File: src/rtl/map072_speech_seq.sv
// rtl/map072_speech_seq.sv - mapper 72/92 speech sample sequencer (header fetch + fixed-rate PCM playback)

module map072_speech_seq #(
    parameter int ROM_AW   = 16,
    parameter int RATE_DIV = 6250
) (
    input  logic              clk,
    input  logic              rst_n,
    input  logic              map_en,
    input  logic              bus_we,
    input  logic [7:0]        bus_data,
    output logic              rom_req,
    output logic [ROM_AW-1:0] rom_addr,
    input  logic              rom_ack,
    input  logic [7:0]        rom_data,
    output logic [7:0]        pcm_out,
    output logic              busy
);

    localparam int CNT_W = $clog2(RATE_DIV);

    // HDRn encodings equal n so the header byte offset is state[1:0]
    typedef enum logic [2:0] {
        HDR0  = 3'd0,
        HDR1  = 3'd1,
        HDR2  = 3'd2,
        HDR3  = 3'd3,
        IDLE  = 3'd4,
        PLAY  = 3'd5,
        DRAIN = 3'd6
    } state_t;

    state_t            state, state_n;
    logic              prev_start, restart_pend, tick_pend;
    logic [3:0]        idx;
    logic [15:0]       hdr_start;
    logic [7:0]        len_hi;
    logic [15:0]       rem;
    logic [ROM_AW-1:0] cur;
    logic [CNT_W-1:0]  rate_cnt;
    logic              cmd_wr, cmd_abort, cmd_start, kill, req_done, rate_tc, hdr_len_zero;
    logic              issue;
    logic [ROM_AW-1:0] issue_addr;

    function automatic logic [ROM_AW-1:0] hdr_addr(input logic [3:0] i, input logic [1:0] n);
        return ROM_AW'({i, n});
    endfunction

    assign cmd_wr       = bus_we & map_en;
    assign cmd_abort    = cmd_wr & bus_data[4];
    assign cmd_start    = cmd_wr & ~bus_data[4] & bus_data[5] & ~prev_start;
    assign kill         = cmd_abort | (cmd_start & (state != IDLE));
    assign req_done     = rom_req & rom_ack;
    assign rate_tc      = (rate_cnt == CNT_W'(RATE_DIV - 1));
    assign hdr_len_zero = ({len_hi, rom_data} == 16'h0000);
    assign busy         = (state != IDLE);

    always_ff @(posedge clk or negedge rst_n) begin
        if (!rst_n) state <= IDLE;
        else        state <= state_n;
    end

    always_comb begin
        state_n    = state;
        issue      = 1'b0;
        issue_addr = cur;
        if (kill) begin
            // an outstanding request is never withdrawn; wait it out in DRAIN
            if (rom_req && !rom_ack) begin
                state_n = DRAIN;
            end else if (cmd_start) begin
                state_n    = HDR0;
                issue      = ~rom_req;
                issue_addr = hdr_addr(bus_data[3:0], 2'd0);
            end else begin
                state_n = IDLE;
            end
        end else if (cmd_start) begin
            state_n    = HDR0;
            issue      = 1'b1;
            issue_addr = hdr_addr(bus_data[3:0], 2'd0);
        end else begin
            case (state)
                HDR0, HDR1, HDR2, HDR3: begin
                    if (!rom_req) begin
                        issue      = 1'b1;
                        issue_addr = hdr_addr(idx, state[1:0]);
                    end else if (rom_ack) begin
                        case (state)
                            HDR0:    state_n = HDR1;
                            HDR1:    state_n = HDR2;
                            HDR2:    state_n = HDR3;
                            default: state_n = hdr_len_zero ? IDLE : PLAY;
                        endcase
                    end
                end
                PLAY: begin
                    // rem==0 is the hold period of the final sample
                    if (rem == 16'd0) begin
                        if (rate_tc) state_n = IDLE;
                    end else if (tick_pend && !rom_req) begin
                        issue      = 1'b1;
                        issue_addr = cur;
                    end
                end
                DRAIN: begin
                    if (rom_ack) state_n = restart_pend ? HDR0 : IDLE;
                end
                default: ;
            endcase
        end
    end

    always_ff @(posedge clk or negedge rst_n) begin
        if (!rst_n) begin
            prev_start   <= 1'b0;
            restart_pend <= 1'b0;
            tick_pend    <= 1'b0;
            idx          <= 4'd0;
            hdr_start    <= 16'd0;
            len_hi       <= 8'd0;
            rem          <= 16'd0;
            cur          <= '0;
            rate_cnt     <= '0;
            rom_req      <= 1'b0;
            rom_addr     <= '0;
            pcm_out      <= 8'h80;
        end else begin
            if (cmd_wr)    prev_start <= bus_data[5];
            if (cmd_start) idx        <= bus_data[3:0];
            restart_pend <= (state_n == DRAIN) && (cmd_start || (restart_pend && !cmd_abort));

            if (issue) begin
                rom_req  <= 1'b1;
                rom_addr <= issue_addr;
            end else if (req_done) begin
                rom_req  <= 1'b0;
            end

            if (req_done && !kill) begin
                case (state)
                    HDR0: hdr_start[15:8] <= rom_data;
                    HDR1: hdr_start[7:0]  <= rom_data;
                    HDR2: len_hi          <= rom_data;
                    HDR3: begin
                        if (!hdr_len_zero) begin
                            cur <= ROM_AW'(hdr_start);
                            rem <= {len_hi, rom_data};
                        end
                    end
                    PLAY: begin
                        cur <= cur + 1'b1;
                        rem <= rem - 16'd1;
                    end
                    default: ;
                endcase
            end

            if (kill)                             pcm_out <= 8'h80;
            else if (state == PLAY && req_done)   pcm_out <= rom_data;
            else if (state_n == IDLE)             pcm_out <= 8'h80;

            if (state != PLAY || kill || (req_done && rem == 16'd1) || rate_tc)
                rate_cnt <= '0;
            else
                rate_cnt <= rate_cnt + 1'b1;

            if (state != PLAY || kill || (req_done && rem == 16'd1))
                tick_pend <= 1'b0;
            else if (rate_tc && rem != 16'd0)
                tick_pend <= 1'b1;
            else if (issue)
                tick_pend <= 1'b0;
        end
    end

endmodule
File: config.mk
export PLATFORM = sky130hd
export DESIGN_NAME = map072_speech_seq
export DESIGN_NICKNAME = d
export VERILOG_FILES = /design/src/rtl/map072_speech_seq.sv
export SDC_FILE = /design/constraint.sdc
export NUM_CORES = 1
export LEC_CHECK = 0
export ABC_AREA = 1
export BUFFER_PORTS_ARGS = -buffer_cell sky130_fd_sc_hd__buf_2
export CAP_MARGIN = 20
export CORE_MARGIN = 2
export CORE_UTILIZATION = 30
export DETAILED_ROUTE_END_ITERATION = 6
export SYNTH_ARGS = -nofsm -noshare
export SYNTH_HDL_FRONTEND = slang
export SYNTH_SLANG_ARGS = --single-unit
File: constraint.sdc
create_clock -name clk -period 4.8 [get_ports clk]
set_input_delay 0.96 -clock clk [delete_from_list [all_inputs] [get_ports clk]]
set_output_delay 0.96 -clock clk [all_outputs]
set_load 0.02 [all_outputs]
# Yosys cells after proc, flatten, opt, wreduce, memory -nomap -nowiden
# Index checks and enable logic that the tools add are counted.
# word_totals
inputBits,21
elab_cells,109
regBits,104
output_inout_bits,26
# op_classes
n_eq_ne,12
bitwise_logic,11
add_sub_neg,3
reduce_logical,29
muxes,40
# ops
op,count
$mux W16,8
$pmux W16 S2,2
$logic_not A16 Y1,2
$mux W3,10
$mux W8,3
$pmux W3 S3,2
$add A16 B1 Y16 const B,1
$eq A16 B1 Y1 const B,1
$reduce_bool A16 Y1,1
$sub A16 B1 Y16 const B,1
$add A13 B1 Y13 const B,1
$eq A13 B13 Y1 const B,1
$mux W1,13
$mux W13,1
$eq A3 B3 Y1 const B,4
$logic_and A1 B1 Y1,8
$and A1 B1 Y1,7
$eq A3 B2 Y1 const B,2
$ne A3 B3 Y1 const B,2
$reduce_and A2 Y1,3
$reduce_bool A3 Y1,2
$logic_not A1 Y1,4
$logic_or A1 B1 Y1,4
$reduce_bool A2 Y1,2
8 further kinds,10

# Depth between registers and ports, before layout
# Gate-level depths: netlist of run 1.
# logic_depth
depth_word,12
depth_mapped,14
ltp_nobuf,14

# Worst setup path after synthesis of run 1
# OpenSTA, ideal clock, no wires.
# synth_timing
path_kind,in2reg
from,input bus_we
to,register rom_addr[11]
arrival_time_ps,2090
cell_stages,10
t_required_ps,4670
setup_time_ps,130
n_path_buf,1
path_slack_ps,2580
path_cell_list,nand2_1 > nor2_1 > nand3_2 > inv_1 > nor2_2 > nand2_1 > nand2_2 > buf_2 > nand2_1 > o31ai_1
# synth_via
elab_chain_cells,7
elab_cells_between_ends,15
cone_classes,8 x mux; 7 x bitwise
# synth_lines
item,line,rtl
from (decl),10,"input logic bus_we,"
$and A1 B1 Y1 (*),49,assign cmd_wr = bus_we & map_en;
$and A1 B1 Y1 (3 in a row),51,assign cmd_start = cmd_wr & ~bus_data[4] & bus_data[5] & ~prev_start;
"$mux W16, or another cell as far along",71,end else if (cmd_start) begin
"$mux W16, or another cell as far along",69,if (rom_req && !rom_ack) begin
$mux W16 / $mux W1 (equally long branches),67,if (kill) begin
to (signal assigned),135,rom_addr <= issue_addr;
to (decl),13,"output logic [ROM_AW-1:0] rom_addr,"
# Every way passes the cells marked *; elsewhere a longest branch is shown, timed or not.
# A chain may end at the register's enable or synchronous reset.

# Final worst setup path of run 1
# layout_timing
from,input bus_we
to,register rem[5]
# layout_via
elab_chain_cells,9
elab_cells_between_ends,10
cone_classes,7 x bitwise; 3 x reduce/logical
# layout_lines
item,line,rtl
$and A1 B1 Y1 (*),49,
$and A1 B1 Y1 (3 in a row),51,
$and A1 B1 Y1,52,assign kill = cmd_abort | (cmd_start & (state != IDLE));
$or A1 B1 Y1 (*),52,
$logic_not A1 Y1 (*),140,if (req_done && !kill) begin
$logic_and A1 B1 Y1 (*),140,
$reduce_and A3 Y1 (no line) (*),-,
to (signal assigned),148,"rem <= {len_hi, rom_data};"
to (signal assigned),153,rem <= rem - 16'd1;
to (decl),38,logic [15:0] rem;
# Marks and branches as above.

==> results.md, run 1 <==
* Hold Fails Final Rpt at 0
* CP arrival at ~3.4 ns
* I/O Pins at 47
* Fin crit period at approximately 3.1 ns
* Top cells by area, synth: dfrtp_1 47%, nand2_1 13%, o21ai_0 5.4%
* Core area at approximately 0.018 sq mm
* Most used cell, CP: nor2_1
* Fraction of layout cells with a size suffix above 1 at 12.0%
* Wire length per cell at 14.0 microns
* Most common cell after layout, fill and taps aside: nand2_1
* Worst slew pin tran at around 0.95 ns
* Post-synth ARST share at 100%
* Yosys warns at 0
* RSZ-0062 raised after global routing: false
* Fill cells at between 1,500 and 2,000
* Leak at 2.87 nW
* Number of synthesized flops with an enable pin at 0
* Most frequent cells in the layout: 184 x nand2_1, 102 x dfrtp_1, 74 x nor2_1
* Post-synth cell types at 46
* Cell Rows at 49
* Clock skew at 0.00939 ns
* R2r startpoint: state[2]$_DFF_PN1_
* FF/Latch Area at 0.00261 sq mm
* Hold Path End: rom_addr[3]$_DFFE_PN0P_
* Cell Chain, Critical Path: buf_2 > nand2_1 > nor2_1 > inv_1 > o21ai_4 > nor2_4 > nand3_2 > inv_2 > o21ai_0 > nor2_1 > a21oi_1
* Dpl hpwl at 9.16 mm
* Crit-path slowest cell: inv_2
* CTS resizes at 0
* Synth Area per Inst at 7.88 sq um
* Initial DRC count at 345
* First-pass GRT wire length at 22.6 mm
* # Post-CTS Setup Buffers at 0
* Worst Reg2Reg Path Length in Cells at 9
* CTS buffer count at 9
* Total global routing overflow at 0
* Fin Setup TNS at 0 ns
* Peak supply drop at 0.271 mV
* Port bufs at 44
* Area of the multi-input gates at 0.00250 sq mm
* H-tree levels at 3
* Die width at 139 microns
* CTS Buffer Depth at 2
* Clk slew on worst S/H paths at 0.07 ns
* Hold Startpoint: rom_addr[3]$_DFFE_PN0P_
* CTS tree: built
* Clock Latency Late Sink at 0.36 ns
* Largest net degree at the start of global routing at 73
* Initial antenna violation count at 0
* Critical Path Max Stage Delay at between 0.7 and 0.8 ns
* Hold Crit Depth at 2
* HP Class: flop to flop
* Startpoint types: input port
* First drt pass iteration count at 7
* Fin nets at 755
* Final Max Tran Viols at 0
* Cells after synthesis at 692
* Clock Sinks at 104
* Count of final setup violators at 0
* CTS root buffer: clkbuf_16
* Synth Register Bits at roughly 100
* Final WL at 13.4 mm
* Critical Setup Path Class: input port to flop
* Total GRT Usage at 14.4%
* Antenna-violating nets left at 0
* Post-route clock period utilization at roughly two thirds
* Hold_buf cts at 0
* Post-Syn Nets at 719
* DRC Markers at 0
* WP buf/inv at 3
* Area Overhead vs Synth at 13.0%
* CP Max Fanout at 43
* Max_cap viols at 0
* Routed vias/inst at 4.83
* Yosys top cell area share at a little under half
* Status: finished, final reports clean
* Seq/Total Area, Yosys at between 40% and 50%
* Max-slew headroom at 36.7%
* Yosys top cell by area: dfrtp_1
* R2r setup slk at 1.72 ns
* Power density cells at 544 mW/mm^2
* WP data required at 5.05 ns
* Primary FF master, synth: dfrtp_1
* Mapped Area at 0.00545 sq mm
* Fmax at 0.318 GHz
* Crit-path leading delay family: buffers and inverters
* Number of global-route vias before repair at roughly 4,400
* Routed vias at 4,650
* GP Congestion at between 0.8 and 0.9
* WHS at roughly 0.47 ns
* Die area at ~0.019 sq mm
* CP endpoint kind: flop
* Initial Util at between 30% and 40%
* Worst R2R End: rem[5]$_DFFE_PN0P_
* Die height at around 140 microns
* Ant diodes at 0
* Power, Total at 3.35 mW
[stage by stage]
| step | area, sq um | util [%] | std cells | setup slack, ns |
|---|---|---|---|---|
| floorplan | 5450 | - | 692 | 2.58 |
| global placement | 5870 | 32.8 | 946 | 1.32 |
| detailed placement | 5870 | 32.8 | 946 | 1.31 |
| CTS | 6160 | 34.4 | 962 | 1.69 |
| global route | 6160 | 34.4 | 962 | 1.41 |
| finish | 6160 | 34.4 | 962 | 1.65 |
[tightest hold or removal path, cell delays in order (launching register included)]
cell and delay, ns:
dfrtp_1 0.34, nand2_1 0.05, nand2_1 0.05
[how the worst max path moves through the flow]
stage / from / end / slack [ns] / depth (start not counted)
3_3_place_gp: bus_we / rem[5]$_DFFE_PN0P_ / 1.32 / 11
2_1_floorplan: bus_we / rom_addr[11]$_DFFE_PN0P_ / 2.58 / 10
4_1_cts: bus_we / rem[5]$_DFFE_PN0P_ / 1.69 / 11
5_1_grt: map_en / rem[5]$_DFFE_PN0P_ / 1.41 / 11
3_5_place_dp: bus_we / rem[5]$_DFFE_PN0P_ / 1.31 / 11
6_report: bus_we / rem[5]$_DFFE_PN0P_ / 1.65 / 11
[sequential cells by signal (all words and copies together) (netlist names)]
| register | flops |
|---|---|
| cur | 16 |
| hdr_start | 16 |
| idx | 4 |
| len_hi | 8 |
| pcm_out | 8 |
| prev_start | 1 |
| rate_cnt | 13 |
| rem | 16 |
| restart_pend | 1 |
| rom_addr | 16 |
| rom_req | 1 |
| state | 3 |
| tick_pend | 1 |
[logic make-up after synthesis]
kind of cell / count (synthesis) / share of synthesized area, %
adders and majority gates: 6 / 1.38
xor gates and xnor gates: 15 / 2.41
DFF: 104 / 47.8
buffers and inverters: 84 / 6.40
and+or+nand+nor: 335 / 26.3
AOI/OAI and AO/OA: 148 / 15.7
[Yosys cell counts, types with 2 or more instances]
cell type	number
a31oi_1	9
nor2_1	74
o21ai_2	2
nor2_2	2
xnor2_1	3
buf_2	10
inv_2	5
o31ai_1	6
nand2_2	2
inv_1	57
a22oi_1	5
clkbuf_1	7
nand2_1	184
buf_4	3
xor2_1	12
nor3b_1	3
o211ai_1	5
nand3_1	37
a21oi_1	23
o21ai_0	59
nor2_4	2
nand4_1	6
ha_1	6
nand3_2	3
nor3_1	14
o21ai_1	22
o22ai_1	6
o221ai_1	4
dfstp_2	2
o2111ai_1	2
dfrtp_1	102
[metal layers]
layer	track usage [%]	share of wire (%)	vias up
met5	0	0	-
met4	3.88	1.0	0
met3	3.18	4.0	11
met2	21.9	43	95
met1	20.9	52	2173
li1	-	-	2371
[power by group]
group / switching, mW / internal (mW)
clock network: 0.355 / 0.385
registers: 0.237 / 1.16
logic: 0.807 / 0.403
[final cells by class]
class | instances | share of cell area, %
Clock buffer | 11 | 4.10
Tap cell | 229 | 4.65
Clock inverter | 5 | 0.650
Sequential cell | 104 | 42.3
Timing Repair Buffer | 46 | 3.86
Inverter | 63 | 3.88
Multi-Input combinational cell | 504 | 40.6
No activity file was read; power rests on OpenSTA's default activity.
==> inputs of run 2 (changes only) <==
==> constraint.sdc (replaced) <==
create_clock -name clk -period 3 [get_ports clk]
set_input_delay 0.6 -clock clk [delete_from_list [all_inputs] [get_ports clk]]
set_output_delay 0.6 -clock clk [all_outputs]
set_load 0.02 [all_outputs]
==> results.md, run 2 (synthesis results as in run 1) <==
* Sw Pwr at 2.20 mW (was 1.40 mW)
* Worst Reg2Reg Path Length in Cells at 9 (unchanged)
* Initial Util at 30.5% (unchanged)
* R2r startpoint: state[2]$_DFF_PN1_ (unchanged)
* Die area at 0.0193 sq mm (unchanged)
* First drt pass iteration count at 5 (was 7)
* Wire length per cell at 13.8 microns (was 14.0 microns)
* CP arrival at 2.74 ns (was 3.39 ns)
* Grt met3 use at 2.69% (was 3.18%)
* PnR worst setup slack at 0.496 ns (was 1.65 ns)
* Met2 usage at 22.3% (was 21.9%)
* Grt peak-use layer: met2 (unchanged)
* Ant diodes at 0 (unchanged)
* Max_cap viols at 0 (unchanged)
* Comb pwr share at 35.7% (was 36.1%)
* Port bufs at 44 (unchanged)
* Routed vias/inst at 4.81 (was 4.83)
* Sequential group share of total power at 41.4% (was 41.8%)
* DRC Markers at 0 (unchanged)
* Dpl hpwl at 9.31 mm (was 9.16 mm)
* CP endpoint kind: flop (unchanged)
* Fill cells at 1,908 (was 1,902)
* Most common cell after layout, fill and taps aside: nand2_1 (unchanged)
* HP Class: input port to async pin (was flop to flop)
* Total GRT Usage at 14.2% (was 14.4%)
* RSZ-0062 raised after global routing: false (unchanged)
* GP Congestion at 0.804 (was 0.806)
* Fraction of layout cells with a size suffix above 1 at 12.3% (was 12.0%)
* Clk pwr share at 22.8% (was 22.1%)
* Leak at 2.90 nW (was 2.87 nW)
* Core area at 0.0179 sq mm (unchanged)
* Routed vias at 4,644 (was 4,650)
* Clock Sinks at 104 (unchanged)
* CTS Buffer Depth at 2 (unchanged)
* Final Max Tran Viols at 0 (unchanged)
* Post-Place Worst Slack at 0.398 ns (was 1.31 ns)
* Critical Path Max Stage Delay at 0.65 ns (was 0.73 ns)
* Total global routing overflow at 0 (unchanged)
* Final non-filler cell total at 966 (was 962)
* Area of the multi-input gates at 0.00250 sq mm (unchanged)
* Crit-path slowest cell: dfstp_2 (was inv_2)
* Power density cells at 872 mW/mm^2 (was 544 mW/mm^2)
* Largest net degree at the start of global routing at 47 (was 73)
* WP buf/inv at 2 (was 3)
* I/O Pins at 47 (unchanged)
* Fin crit period at 2.50 ns
* Placed insts at 950 (was 946)
* Most frequent cells in the layout: 184 x nand2_1, 102 x dfrtp_1, 74 x nor2_1 (unchanged)
* Fmax at 0.399 GHz
* R2r setup slk at 0.50 ns (was 1.72 ns)
* CP Max Fanout at 43 (unchanged)
* Peak supply drop at 0.399 mV (was 0.271 mV)
* Worst R2R End: rem[5]$_DFFE_PN0P_ (unchanged)
* Crit-path leading delay family: flip-flops (was buffers and inverters)
* Int Pwr at 3.22 mW (was 1.95 mW)
* CTS root buffer: clkbuf_16 (unchanged)
* Clock Latency Late Sink at 0.35 ns (was 0.36 ns)
* Status: finished, final reports clean (unchanged)
* Startpoint types: flop (was input port)
* Max-slew headroom at 40.2% (was 36.7%)
* Hold Fails Final Rpt at 0 (unchanged)
* FF/Latch Area at 0.00261 sq mm (unchanged)
* Switch share at 40.7% (was 41.8%)
* Die height at 139 microns (unchanged)
* Initial antenna violation count at 0 (unchanged)
* Final WL at 13.3 mm (was 13.4 mm)
* Fin nets at 759 (was 755)
* First-pass GRT wire length at 22.5 mm (was 22.6 mm)
* H-tree levels at 3 (unchanged)
* Hold_buf cts at 0 (unchanged)
* Die width at 139 microns (unchanged)
* Cell Rows at 49 (unchanged)
* Antenna-violating nets left at 0 (unchanged)
* CTS buffer count at 9 (unchanged)
* GRT met1 Usage at 20.2% (was 20.9%)
* # Post-CTS Setup Buffers at 0 (unchanged)
* Initial DRC count at 320 (was 345)
* Number of global-route vias before repair at 4,465 (was 4,355)
* Post-route clock period utilization at 83.5%
* Fin Setup TNS at 0 ns (unchanged)
* Cell Chain, Critical Path: inv_4 > nor3_4 > o21ai_4 > nor2_4 > nand3_2 > inv_2 > o21ai_0 > nor2_1 > a21oi_1 (was buf_2 > nand2_1 > nor2_1 > inv_1 > o21ai_4 > nor2_4 > nand3_2 > inv_2 > o21ai_0 > nor2_1 > a21oi_1)
* Clock skew at 0.00697 ns (was 0.00939 ns)
* Clk slew on worst S/H paths at 0.07 ns (about the same)
* Fin area at 0.00622 sq mm (was 0.00616 sq mm)
* Post-DP Area at 0.00591 sq mm (was 0.00587 sq mm)
* Count of final setup violators at 0 (unchanged)
* CTS resizes at 0 (unchanged)
* Area Overhead vs Synth at 14.0% (was 13.0%)
* WP data required at 3.24 ns (was 5.05 ns)
* Worst slew pin tran at 0.891 ns (was 0.950 ns)
* Critical Setup Path Class: flop to flop (was input port to flop)
* CTS tree: built (unchanged)
==> run 2: changes by cell type in the layout (fill, tap and decap cells not counted), sizes merged <==
cell / previous run / this run
buf: 46 / 50
clkinv: 4 / 1
bufinv: 0 / 1
clkbuf: 11 / 12
clkinvlp: 0 / 1
==> run 2: metal layers <==
| layer | part of all wire, % | routed length, microns |
|---|---|---|
| met2 | 44 | 5830 |
| met4 | 1.4 | 182 |
| met5 | 0 | 0 |
| met1 | 51 | 6790 |
| met3 | 3.8 | 510 |
==> run 2: metrics by stage <==
step	hold WS, ns	total power [mW]	util (%)
2_1_floorplan	0.304	3.64	-
3_3_place_gp	0.460	4.19	33.0
3_5_place_dp	0.461	4.21	33.0
4_1_cts	0.178	5.46	34.7
5_1_grt	0.186	5.87	34.7
6_report	0.172	5.42	34.7
==> run 2: how the worst max path moves through the flow <==
| stage | startpoint | endpoint | slack, ns | depth (start not counted) |
|---|---|---|---|---|
| 3_5_place_dp | bus_we | rem[5]$_DFFE_PN0P_ | 0.40 | 11 |
| 5_1_grt | state[2]$_DFF_PN1_ | rem[5]$_DFFE_PN0P_ | 0.30 | 9 |
| 6_report | state[2]$_DFF_PN1_ | rem[5]$_DFFE_PN0P_ | 0.50 | 9 |
| 4_1_cts | state[2]$_DFF_PN1_ | rem[5]$_DFFE_PN0P_ | 0.48 | 9 |
| 2_1_floorplan | bus_we | rom_addr[11]$_DFFE_PN0P_ | 1.14 | 10 |
| 3_3_place_gp | bus_we | rem[5]$_DFFE_PN0P_ | 0.40 | 11 |
==> run 2: area by class of cell <==
type	count	share of cell area, %
Inverter	63	3.84
Tap cell	229	4.61
Multi-Input combinational cell	504	40.2
Timing Repair Buffer	50	4.51
Clock inverter	4	0.825
Clock buffer	12	4.13
Sequential cell	104	41.9
==> run 2: power groups by stage <==
stage	sequential, mW	combinational (mW)	clock, mW
detailed placement	2.27	1.95	0
global route	2.32	2.22	1.33
global placement	2.26	1.93	0
CTS	2.25	1.95	1.26
finish	2.25	1.94	1.24
floorplan	2.31	1.33	0
